## config.mk

```make
export PLATFORM = sky130hd
export DESIGN_NAME = serial_add_ctrl
export DESIGN_NICKNAME = d
export VERILOG_FILES = /design/src/rtl/binadd_pkg.sv /design/src/rtl/serial_add_ctrl_fa.sv /design/src/rtl/serial_add_ctrl.sv
export SDC_FILE = /design/constraint.sdc
export NUM_CORES = 1
export LEC_CHECK = 0
export CORE_MARGIN = 3
export CORE_UTILIZATION = 25
export DETAILED_ROUTE_END_ITERATION = 12
export GPL_TIMING_DRIVEN = 0
export PLACE_DENSITY = 0.54
export SKIP_CTS_REPAIR_TIMING = 1
export SYNTH_ARGS = -nofsm -noshare
export SYNTH_HDL_FRONTEND = slang
export SYNTH_SLANG_ARGS = --single-unit
```

## constraint.sdc

```tcl
create_clock -name Clk -period 1.3 [get_ports Clk]
set_input_delay 0.13 -clock Clk [delete_from_list [all_inputs] [get_ports Clk]]
set_output_delay 0.13 -clock Clk [all_outputs]
set_load 0.05 [all_outputs]
```

## src/rtl/binadd_pkg.sv

```systemverilog
// Shared definitions for the BinAdd design.
//   state_e              : serial adder controller FSM encoding
//   BINADD_WIDTH_DEFAULT : default operand/result width
package binadd_pkg;

    typedef enum logic [1:0] {
        IDLE = 2'd0,
        RUN  = 2'd1,
        DONE = 2'd2
    } state_e;

    localparam int BINADD_WIDTH_DEFAULT = 8;

endpackage

```

## src/rtl/serial_add_ctrl_fa.sv

```systemverilog
// FA: single-bit full-adder cell.
//   A, B, CIn : addend bits and carry-in
//   S, COut   : sum bit and carry-out
module FA (
    input  logic A,
    input  logic B,
    input  logic CIn,
    output logic S,
    output logic COut
);

    assign S    = A ^ B ^ CIn;
    assign COut = (A & B) | (CIn & (A ^ B));

endmodule

```

## src/rtl/serial_add_ctrl.sv

```systemverilog
// serial_add_ctrl: bit-serial adder. One FA cell is reused over WIDTH
// cycles, LSB first, to compute A + B + CIn with a Start/Busy/Done handshake.
//   Clk, Rst       : clock, asynchronous active-high reset
//   Start, A, B, CIn : request and operands (captured when Start is accepted)
//   Busy           : addition in progress
//   Done           : one-cycle pulse when S/COut/Ovf are fresh
//   S, COut, Ovf   : registered sum, carry-out, two's-complement overflow
module serial_add_ctrl
    import binadd_pkg::*;
#(
    parameter int WIDTH = BINADD_WIDTH_DEFAULT
) (
    input  logic             Clk,
    input  logic             Rst,
    input  logic             Start,
    input  logic [WIDTH-1:0] A,
    input  logic [WIDTH-1:0] B,
    input  logic             CIn,
    output logic             Busy,
    output logic             Done,
    output logic [WIDTH-1:0] S,
    output logic             COut,
    output logic             Ovf
);

    localparam int                CNT_W = $clog2(WIDTH);
    localparam logic [CNT_W-1:0]  LAST  = CNT_W'(WIDTH - 1);

    state_e             state_q;
    logic [WIDTH-1:0]   shA_q;
    logic [WIDTH-1:0]   shB_q;
    // Only WIDTH-1 sum bits need storing: the final bit goes straight
    // from the FA into S on the last RUN edge.
    logic [WIDTH-2:0]   shS_q;
    logic               carry_q;
    logic [CNT_W-1:0]   cnt_q;
    logic [WIDTH-1:0]   S_q;
    logic               COut_q;
    logic               Ovf_q;

    logic fa_s;
    logic fa_co;

    FA u_fa (
        .A    (shA_q[0]),
        .B    (shB_q[0]),
        .CIn  (carry_q),
        .S    (fa_s),
        .COut (fa_co)
    );

    always_ff @(posedge Clk or posedge Rst) begin
        if (Rst) begin
            state_q <= IDLE;
            shA_q   <= '0;
            shB_q   <= '0;
            shS_q   <= '0;
            carry_q <= 1'b0;
            cnt_q   <= '0;
            S_q     <= '0;
            COut_q  <= 1'b0;
            Ovf_q   <= 1'b0;
        end else begin
            case (state_q)
                IDLE, DONE: begin
                    // DONE accepts Start exactly like IDLE for back-to-back use.
                    if (Start) begin
                        shA_q   <= A;
                        shB_q   <= B;
                        carry_q <= CIn;
                        cnt_q   <= '0;
                        state_q <= RUN;
                    end else begin
                        state_q <= IDLE;
                    end
                end
                RUN: begin
                    shA_q   <= shA_q >> 1;
                    shB_q   <= shB_q >> 1;
                    shS_q   <= (WIDTH-1)'({fa_s, shS_q} >> 1);
                    carry_q <= fa_co;
                    if (cnt_q == LAST) begin
                        S_q     <= {fa_s, shS_q};
                        COut_q  <= fa_co;
                        // carry_q is the carry into the MSB on this edge.
                        Ovf_q   <= carry_q ^ fa_co;
                        state_q <= DONE;
                    end else begin
                        cnt_q <= cnt_q + CNT_W'(1);
                    end
                end
                default: state_q <= IDLE;
            endcase
        end
    end

    assign Busy = (state_q == RUN);
    assign Done = (state_q == DONE);
    assign S    = S_q;
    assign COut = COut_q;
    assign Ovf  = Ovf_q;

endmodule

```

After elaboration in Yosys (flattened, before gate mapping)
Cells that the tools add are included.

Word-level logic and storage cells: 40. Input port bits: 20. Register bits: 39.

Add/subtract/negate cells: 1. Eq/ne operators: 6. Reduce and logical (&&, ||, !) cells: 6. Multiplexer cells: 12. Bitwise operators: 6.

Operator list (count): $pmux 8 s2 (2); $mux 8 (2); $mux 3 (2); $pmux 3 s2 (1); $ne 2x2->1 const B (2); $pmux 2 s2 (1); $reduce_and 2->1 (2); $add 3x1->3 const B (1); $eq 3x3->1 const B (1); $reduce_and 3->1 (1); $xor 1x1->1 (3); $and 1x1->1 (2); $eq 2x1->1 const B (1); $eq 2x2->1 const B (1); $logic_not 2->1 (1); $mux 1 (2); $mux 2 (1); $ne 2x1->1 const B (1); $pmux 1 s2 (1); $reduce_bool 2->1 (1); $reduce_or 2->1 (1); $or 1x1->1 (1).

Logic depth before layout (Yosys ltp)
Gate-level depths: netlist of the first run.

Depth in word-level cells: 4. Gate-level depth with buffers: 6. Mapped depth without buffers: 5.

Cells and area by module
From an unflattened synthesis of the first run, not the netlist that was laid out.

Cell total of the unflattened synthesis: 158. Area total of the unflattened synthesis: 1720.4 µm².

By module, submodules not included: serial_add_ctrl (times used 1, seq. area each 975.9 µm², area an instance 1700.4 µm², cells an instance 157); FA (times used 1, seq. area each 0.0 µm², area an instance 20.0 µm², cells an instance 1).

Least setup slack after synthesis of the first run
Ideal clock, no wire load.

Path type: register to register. From: register state_q[0]. To: register shS_q[0]. Cell stages (with the launch flop): 6. Arrival time: 1354 ps. Path buffers: 1. Slack: -176 ps. Path through: dfrtp_1 -> buf_4 -> nand2b_1 -> clkinv_1 -> nand2_1 -> nand2_1.

Cells in the longest elaborated chain, start to end: 1.

Ends and longest elaborated chain: start, declared (RTL line serial_add_ctrl.sv:29) `state_e state_q;`; start signal, assigned (RTL line serial_add_ctrl.sv:54) `state_q <= IDLE;`; start signal, assigned (RTL line serial_add_ctrl.sv:72) `state_q <= RUN;`; start signal, assigned (RTL line serial_add_ctrl.sv:74) `state_q <= IDLE;`; $eq 2x1->1; via Busy (RTL line serial_add_ctrl.sv:19) `output logic Busy,`; end signal, assigned (RTL line serial_add_ctrl.sv:80) `shS_q <= (WIDTH-1)'({fa_s, shS_q} >> 1);`; end, declared (RTL line serial_add_ctrl.sv:34) `logic [WIDTH-2:0] shS_q;`.

The timed path passes the listed nets, and every way through them passes these cells. A chain may end at the register's enable or synchronous reset.

Worst setup path in the final report of the first run
From: register cnt_q[1]. To: register COut_q (netlist: COut).

Cells in the longest elaborated chain, start to end: 2.

Ends and longest elaborated chain: start, declared (RTL line serial_add_ctrl.sv:36) `logic [CNT_W-1:0] cnt_q;`; start signal, assigned (RTL line serial_add_ctrl.sv:89) `cnt_q <= cnt_q + CNT_W'(1);`; $eq 3x3->1 (RTL line serial_add_ctrl.sv:82) `if (cnt_q == LAST) begin`; $reduce_and 2->1 (no line); end signal, assigned (RTL line serial_add_ctrl.sv:84) `COut_q <= fa_co;`; end, declared (RTL line serial_add_ctrl.sv:38) `logic COut_q;`.

Every way passes these cells.

==> results of run 1 <==
how the worst max path moves through the flow:
stage,slack [ns],cells past startpoint,start,endpoint
floorplan,-0.08,5,cnt_q[0],COut
global placement,-0.66,2,Rst,shA_q[3]
detailed placement,-0.55,4,state_q[0],Busy
CTS,-0.87,3,state_q[1],Busy
global route,-0.21,5,cnt_q[1],S[7]
finish,-0.15,5,cnt_q[1],COut
cells in the mapped netlist (2+ instances only):
cell | count | area share, %
ha_1 | 2 | 1.5
dfrtp_1 | 39 | 58
mux2_2 | 2 | 1.3
o22ai_1 | 15 | 5.6
nor2_1 | 2 | 0.45
nor2b_1 | 2 | 0.75
buf_4 | 2 | 0.90
nand2_1 | 24 | 5.4
a22o_1 | 3 | 1.6
inv_1 | 18 | 4.0
buf_2 | 3 | 0.90
buf_6 | 2 | 1.3
mux2_4 | 7 | 6.3
a21oi_1 | 16 | 4.8
registers in the layout (all words and copies together) (netlist names), 2 cells and up:
name	count
S	8
cnt_q	3
shA_q	8
shB_q	8
shS_q	7
state_q	2
through the flow:
stage,hold WS (ns),cell area [um2],setup slack [ns],utilization [%]
2_1_floorplan,0.270,1700,-0.0820,-
3_3_place_gp,0.462,2110,-0.658,32.8
3_5_place_dp,0.472,2110,-0.548,32.8
4_1_cts,0.371,2190,-0.874,34.1
5_1_grt,0.407,2340,-0.209,36.4
6_report,0.330,2340,-0.150,36.4
cells by family after synthesis:
family	after synthesis	synth area share, %
AO/OA/AOI/OAI	38	13.8
XOR/XNOR	2	1.05
multiplexers	9	7.64
AND/OR/NAND/NOR	32	8.99
flip-flops	39	58.4
adder cells (fa/ha/maj)	3	2.70
buffers and inverters	26	7.41
worst max-delay path, cell delays in order, from the launching register on:
cell	delay, ns
dfrtp_1	0.41
ha_2	0.21
ha_4	0.17
nand3b_4	0.10
buf_12	0.14
mux2_4	0.29
power by group through the flow:
stage | clock network, W | logic [W] | registers [W]
2_1_floorplan | 0 | 0.00146 | 0.00256
3_3_place_gp | 0 | 0.00259 | 0.00212
3_5_place_dp | 0 | 0.00263 | 0.00214
4_1_cts | 0.000839 | 0.00264 | 0.00212
5_1_grt | 0.000899 | 0.00317 | 0.00219
6_report | 0.000802 | 0.00287 | 0.00211
final cells by class:
type | instances | area [um2]
Inverter | 19 | 72.6
Sequential cell | 39 | 977
Fill cell | 663 | 4080
Timing Repair Buffer | 37 | 383
Clock buffer | 6 | 72.6
Tap cell | 77 | 96.3
Buffer | 7 | 83.8
Clock inverter | 2 | 12.5
Multi-Input combinational cell | 84 | 641
layer usage:
metal | vias to the layer above | global-route usage (%)
met2 | 30 | 14.8
li1 | 587 | -
met5 | - | 0
met1 | 598 | 12.7
met3 | 5 | 3.10
met4 | 0 | 4.18
==> flow_metrics.py, run 1 <==
metrics = {
    "worst_setup_path": {
        "worstPathArrival_ns": 1.63,
        "path_class": "reg -> reg",
        "end_kind": "flip-flop",
        "cp.required_ns": 1.48,
        "reg2reg_from": "cnt_q[1]",
        "reg2reg_to": "COut",
        "cp_max_fo": 10,
        "ff2ff_path_depth": 5,
        "r2r_setup_slack_ns": -0.15,
        "start_kind": "flip-flop",
    },
    "final_layout": {
        "final_cell_mix": "38 x dfrtp_1, 24 x nand2_1, 19 x clkdlybuf4s50_1",
        "layout_commonest_cell": "dfrtp_1",
        "syn2layout_area_growth_pct": 40.0,
        "nNetsFinal": 216,
        "finalNonFillerCells": 271,
        "layout-drive-gt1-share_pct": 23.2,
        "diodes": 0,
    },
    "global_route": {
        "grt_max_degree": 40,
        "antenna_found_initial": 0,
        "grt_pass1_vias": 1264,
        "grt_overflow": 0,
        "grt_pass1_wl_mm": 5.80,
        "track_usage_pct": 9.71,
    },
    "power": {
        "p_per_area_nw_per_um2": 2470,
        "leakagePower_nw": 1.24,
        "p_total_w": 0.00578,
        "vdd_ir_drop_max_uv": 678,
        "netSwitchingFraction_pct": 40.2,
        "p_clk_share_pct": 13.9,
        "p_int_w": 0.00346,
        "switchingPower_w": 0.00233,
        "power_frac_seq_pct": 36.6,
        "combPwrFrac_pct": 49.6,
    },
    "synth": {
        "syn_inst": 149,
        "synth_edf_count": 0,
        "syn_area_per_cell_um2": 11.2,
        "synth_area_um2": 1670,
        "ys_async_sr_fraction_pct": 100,
        "synth_cell_types": 26,
        "ys_seq_elements": 39,
        "yosys_warnings": 0,
        "synth_ff_type": "dfrtp_1",
        "synth_fp_nets": 172,
        "ys_seq_area_share_pct": 58.4,
    },
    "clock_network": {
        "cts_tree": "done",
        "cts_htree_levels": 2,
        "ctsLongestPathBuffers": 2,
        "cts.sinks": 39,
        "cts-root-buf": "clkbuf_8",
        "clk_pin_slew_ns": 0.08,
        "insertion_delay_ns": 0.29,
        "cts_buffers": 5,
    },
    "hold_path": {
        "hp-class": "in -> async",
    },
    "detailed_routing": {
        "first_pass_iters": 4,
        "drc_errors": 0,
        "wl_per_cell_um": 12.7,
        "wl_met1_mm": 1.62,
        "viasPerCell": 4.50,
        "wirelength_mm": 3.44,
        "routed.top_layer": "met4",
        "via_count": 1220,
        "ant_nets": 0,
        "wl_met2_mm": 1.60,
        "first_iter_violations": 51,
        "met3RoutedLength_um": 181,
    },
    "die": {
        "core_um2": 6420,
        "rows": 29,
        "die_w_um": 87.7,
        "die_area_um2": 7700,
        "initial_utilization_pct": 26.0,
        "io_pins": 32,
        "die_h_um": 87.7,
    },
    "place": {
        "gp_congestion": 0.753,
        "dp.cells": 257,
        "hpwl_mm": 2.31,
        "port_buffers": 31,
    },
    "timing": {
        "period_minus_slack_ns": 1.45,
        "setup_slack_ns": -0.150,
        "hold_violations": 0,
        "worst_slew_pin_slew_ns": 0.813,
        "rsz0062_at_grt": "true",
        "fmax_mhz": 690,
        "drv_slew": 0,
        "finalSetupViolCount": 12,
        "slew_headroom_pct": 45.7,
        "timing.clock.skew_ns": 0.00988,
        "setup_tns_ns": -1.40,
        "finalCritPeriodShare_pct": 112,
    },
    "status": {
        "status": "finished with violations",
        "violations": "setup timing",
    },
    "flow_run": {
        "drv_cap": 0,
    },
}
Note: power is estimated with default switching activity, not from simulation.
==> run 2, diff against run 1 <==
--- a/config.mk
+++ b/config.mk
@@ -9,6 +9,7 @@
 export CORE_UTILIZATION = 25
 export DETAILED_ROUTE_END_ITERATION = 12
 export GPL_TIMING_DRIVEN = 0
+export HOLD_SLACK_MARGIN = 0.03
 export PLACE_DENSITY = 0.54
 export SKIP_CTS_REPAIR_TIMING = 1
 export SYNTH_ARGS = -nofsm -noshare
==> results of run 2 <==
Same layout as run 1: the final DEF is identical, and so are final timing and power.
==> run 3, diff against run 2 <==
--- a/config.mk
+++ b/config.mk
@@ -5,6 +5,7 @@
 export SDC_FILE = /design/constraint.sdc
 export NUM_CORES = 1
 export LEC_CHECK = 0
+export CAP_MARGIN = 40
 export CORE_MARGIN = 3
 export CORE_UTILIZATION = 25
 export DETAILED_ROUTE_END_ITERATION = 12
==> run 3 against run 2 <==
Compared with the run above:
- sequential power hardly changed
- worst setup slack better by 0.0049 ns
- flip-flop and latch count stayed put
- critical endpoint unchanged
- the flow still finishes with violations (setup timing)
- final area is 0.70% lower
- clock-buffer cell count stayed put
- cell count is 1.1% lower
- die area stayed put
- clock power is 0.5% lower
- non-clock buffer count is 3 lower
- core utilization is 0.25 points lower
==> flow_metrics.py, run 3 (synthesis results as in run 1) <==
metrics = {
    "status": {
        "status": "finished with violations",
        "violations": "setup timing",
    },
    "detailed_routing": {
        "first_iter_violations": 46,
        "wirelength_mm": 3.36,
        "drc_errors": 0,
        "wl_per_cell_um": 12.5,
        "ant_nets": 0,
        "viasPerCell": 4.40,
        "first_pass_iters": 4,
        "via_count": 1178,
    },
    "place": {
        "hpwl_mm": 2.39,
        "port_buffers": 31,
        "placed_area_um2": 2130,
        "gp_congestion": 0.753,
    },
    "final_layout": {
        "final_cell_mix": "38 x dfrtp_1, 24 x nand2_1, 19 x clkdlybuf4s50_1",
        "syn2layout_area_growth_pct": 39.0,
        "layout_commonest_cell": "dfrtp_1",
        "final_area_um2": 2320,
        "layout-drive-gt1-share_pct": 22.5,
        "diodes": 0,
        "post-route-util_pct": 36.2,
        "nNetsFinal": 213,
    },
    "timing": {
        "period_minus_slack_ns": 1.44,
        "rsz0062_at_grt": "true",
        "drv_slew": 0,
        "hold_violations": 0,
        "fmax_mhz": 692,
        "hold_slack_ns": 0.170,
        "finalCritPeriodShare_pct": 111,
        "setup_slack_ns": -0.145,
        "setup_tns_ns": -1.26,
        "slew_headroom_pct": 65.5,
        "worst_slew_pin_slew_ns": 0.517,
        "timing.clock.skew_ns": 0.00685,
        "finalSetupViolCount": 12,
    },
    "worst_setup_path": {
        "cp.depth": 5,
        "path_class": "reg -> reg",
        "ff2ff_path_depth": 5,
        "cp_slowest_cell": "dfrtp_1",
        "cp_cell_sequence": "ha_2 > ha_4 > nand3b_4 > buf_12 > mux2_4",
        "crit_family": "flip-flops",
        "reg2reg_from": "cnt_q[1]",
        "cp_max_fo": 10,
        "max_stage_delay_ns": 0.41,
        "reg2reg_to": "COut",
        "r2r_setup_slack_ns": -0.14,
        "crit_path_end": "COut",
        "worstPathArrival_ns": 1.62,
        "crit_start": "cnt_q[1]",
        "cp.required_ns": 1.48,
        "end_kind": "flip-flop",
        "start_kind": "flip-flop",
        "path_buf_inv": 1,
    },
    "power": {
        "leakagePower_nw": 1.22,
        "p_total_w": 0.00570,
        "vdd_ir_drop_max_uv": 684,
        "p_per_area_nw_per_um2": 2450,
    },
    "die": {
        "die_w_um": 87.7,
        "io_pins": 32,
        "rows": 29,
        "die_h_um": 87.7,
        "initial_utilization_pct": 26.0,
        "core_um2": 6420,
        "die_area_um2": 7700,
    },
    "clock_network": {
        "insertion_delay_ns": 0.29,
        "cts_tree": "done",
        "ctsLongestPathBuffers": 2,
        "cts_buffers": 5,
        "cts.sinks": 39,
        "clk_pin_slew_ns": 0.08,
        "cts-root-buf": "clkbuf_8",
        "cts_htree_levels": 2,
    },
    "global_route": {
        "grt_max_degree": 23,
        "grt_pass1_vias": 1272,
        "grt_overflow": 0,
        "grt_pass1_wl_mm": 5.75,
        "antenna_found_initial": 0,
        "track_usage_pct": 9.67,
    },
    "flow_run": {
        "drv_cap": 0,
    },
    "hold_path": {
        "hp-class": "in -> async",
    },
}
==> run 3: worst min-delay path by stage <==
| stage | end | cells past startpoint | slack, ns | from |
|---|---|---|---|---|
| finish | S[5] | 2 | 0.17 | Rst |
| global route | S[5] | 2 | 0.20 | Rst |
| CTS | S[5] | 2 | 0.18 | Rst |
| detailed placement | shS_q[0] | 2 | 0.47 | shS_q[0] |
| global placement | shS_q[0] | 2 | 0.46 | shS_q[0] |
| floorplan | shA_q[7] | 1 | 0.27 | A[7] |
==> run 3: layout make-up <==
class                   instances  area (um2)
clock inverters                 2        12.5
well taps                      77        96.3
plain buffers                   6        68.8
flip-flops and latches         39         977
multi-input cells              84         633
inverters                      19        73.8
repair buffers                 35         388
fillers                       636        4100
clock buffers                   6        72.6
==> run 3: per-stage QoR <==
stage / setup slack, ns / instances
floorplan: -0.0820 / 149
global placement: -0.658 / 257
detailed placement: -0.546 / 258
CTS: -0.871 / 266
global route: -0.199 / 268
finish: -0.145 / 268
==> run 3: power breakdown <==
part	total, W	internal [W]	switching [W]
logic	0.00279	0.00125	0.00154
registers	0.00211	0.00177	0.000344
clock network	0.000798	0.000375	0.000423
==> run 3: metal layers <==
metal / track usage (%) / wire (um)
met1: 12.6 / 1620
met2: 14.9 / 1540
met3: 3.01 / 156
met4: 4.18 / 44
met5: 0 / 0
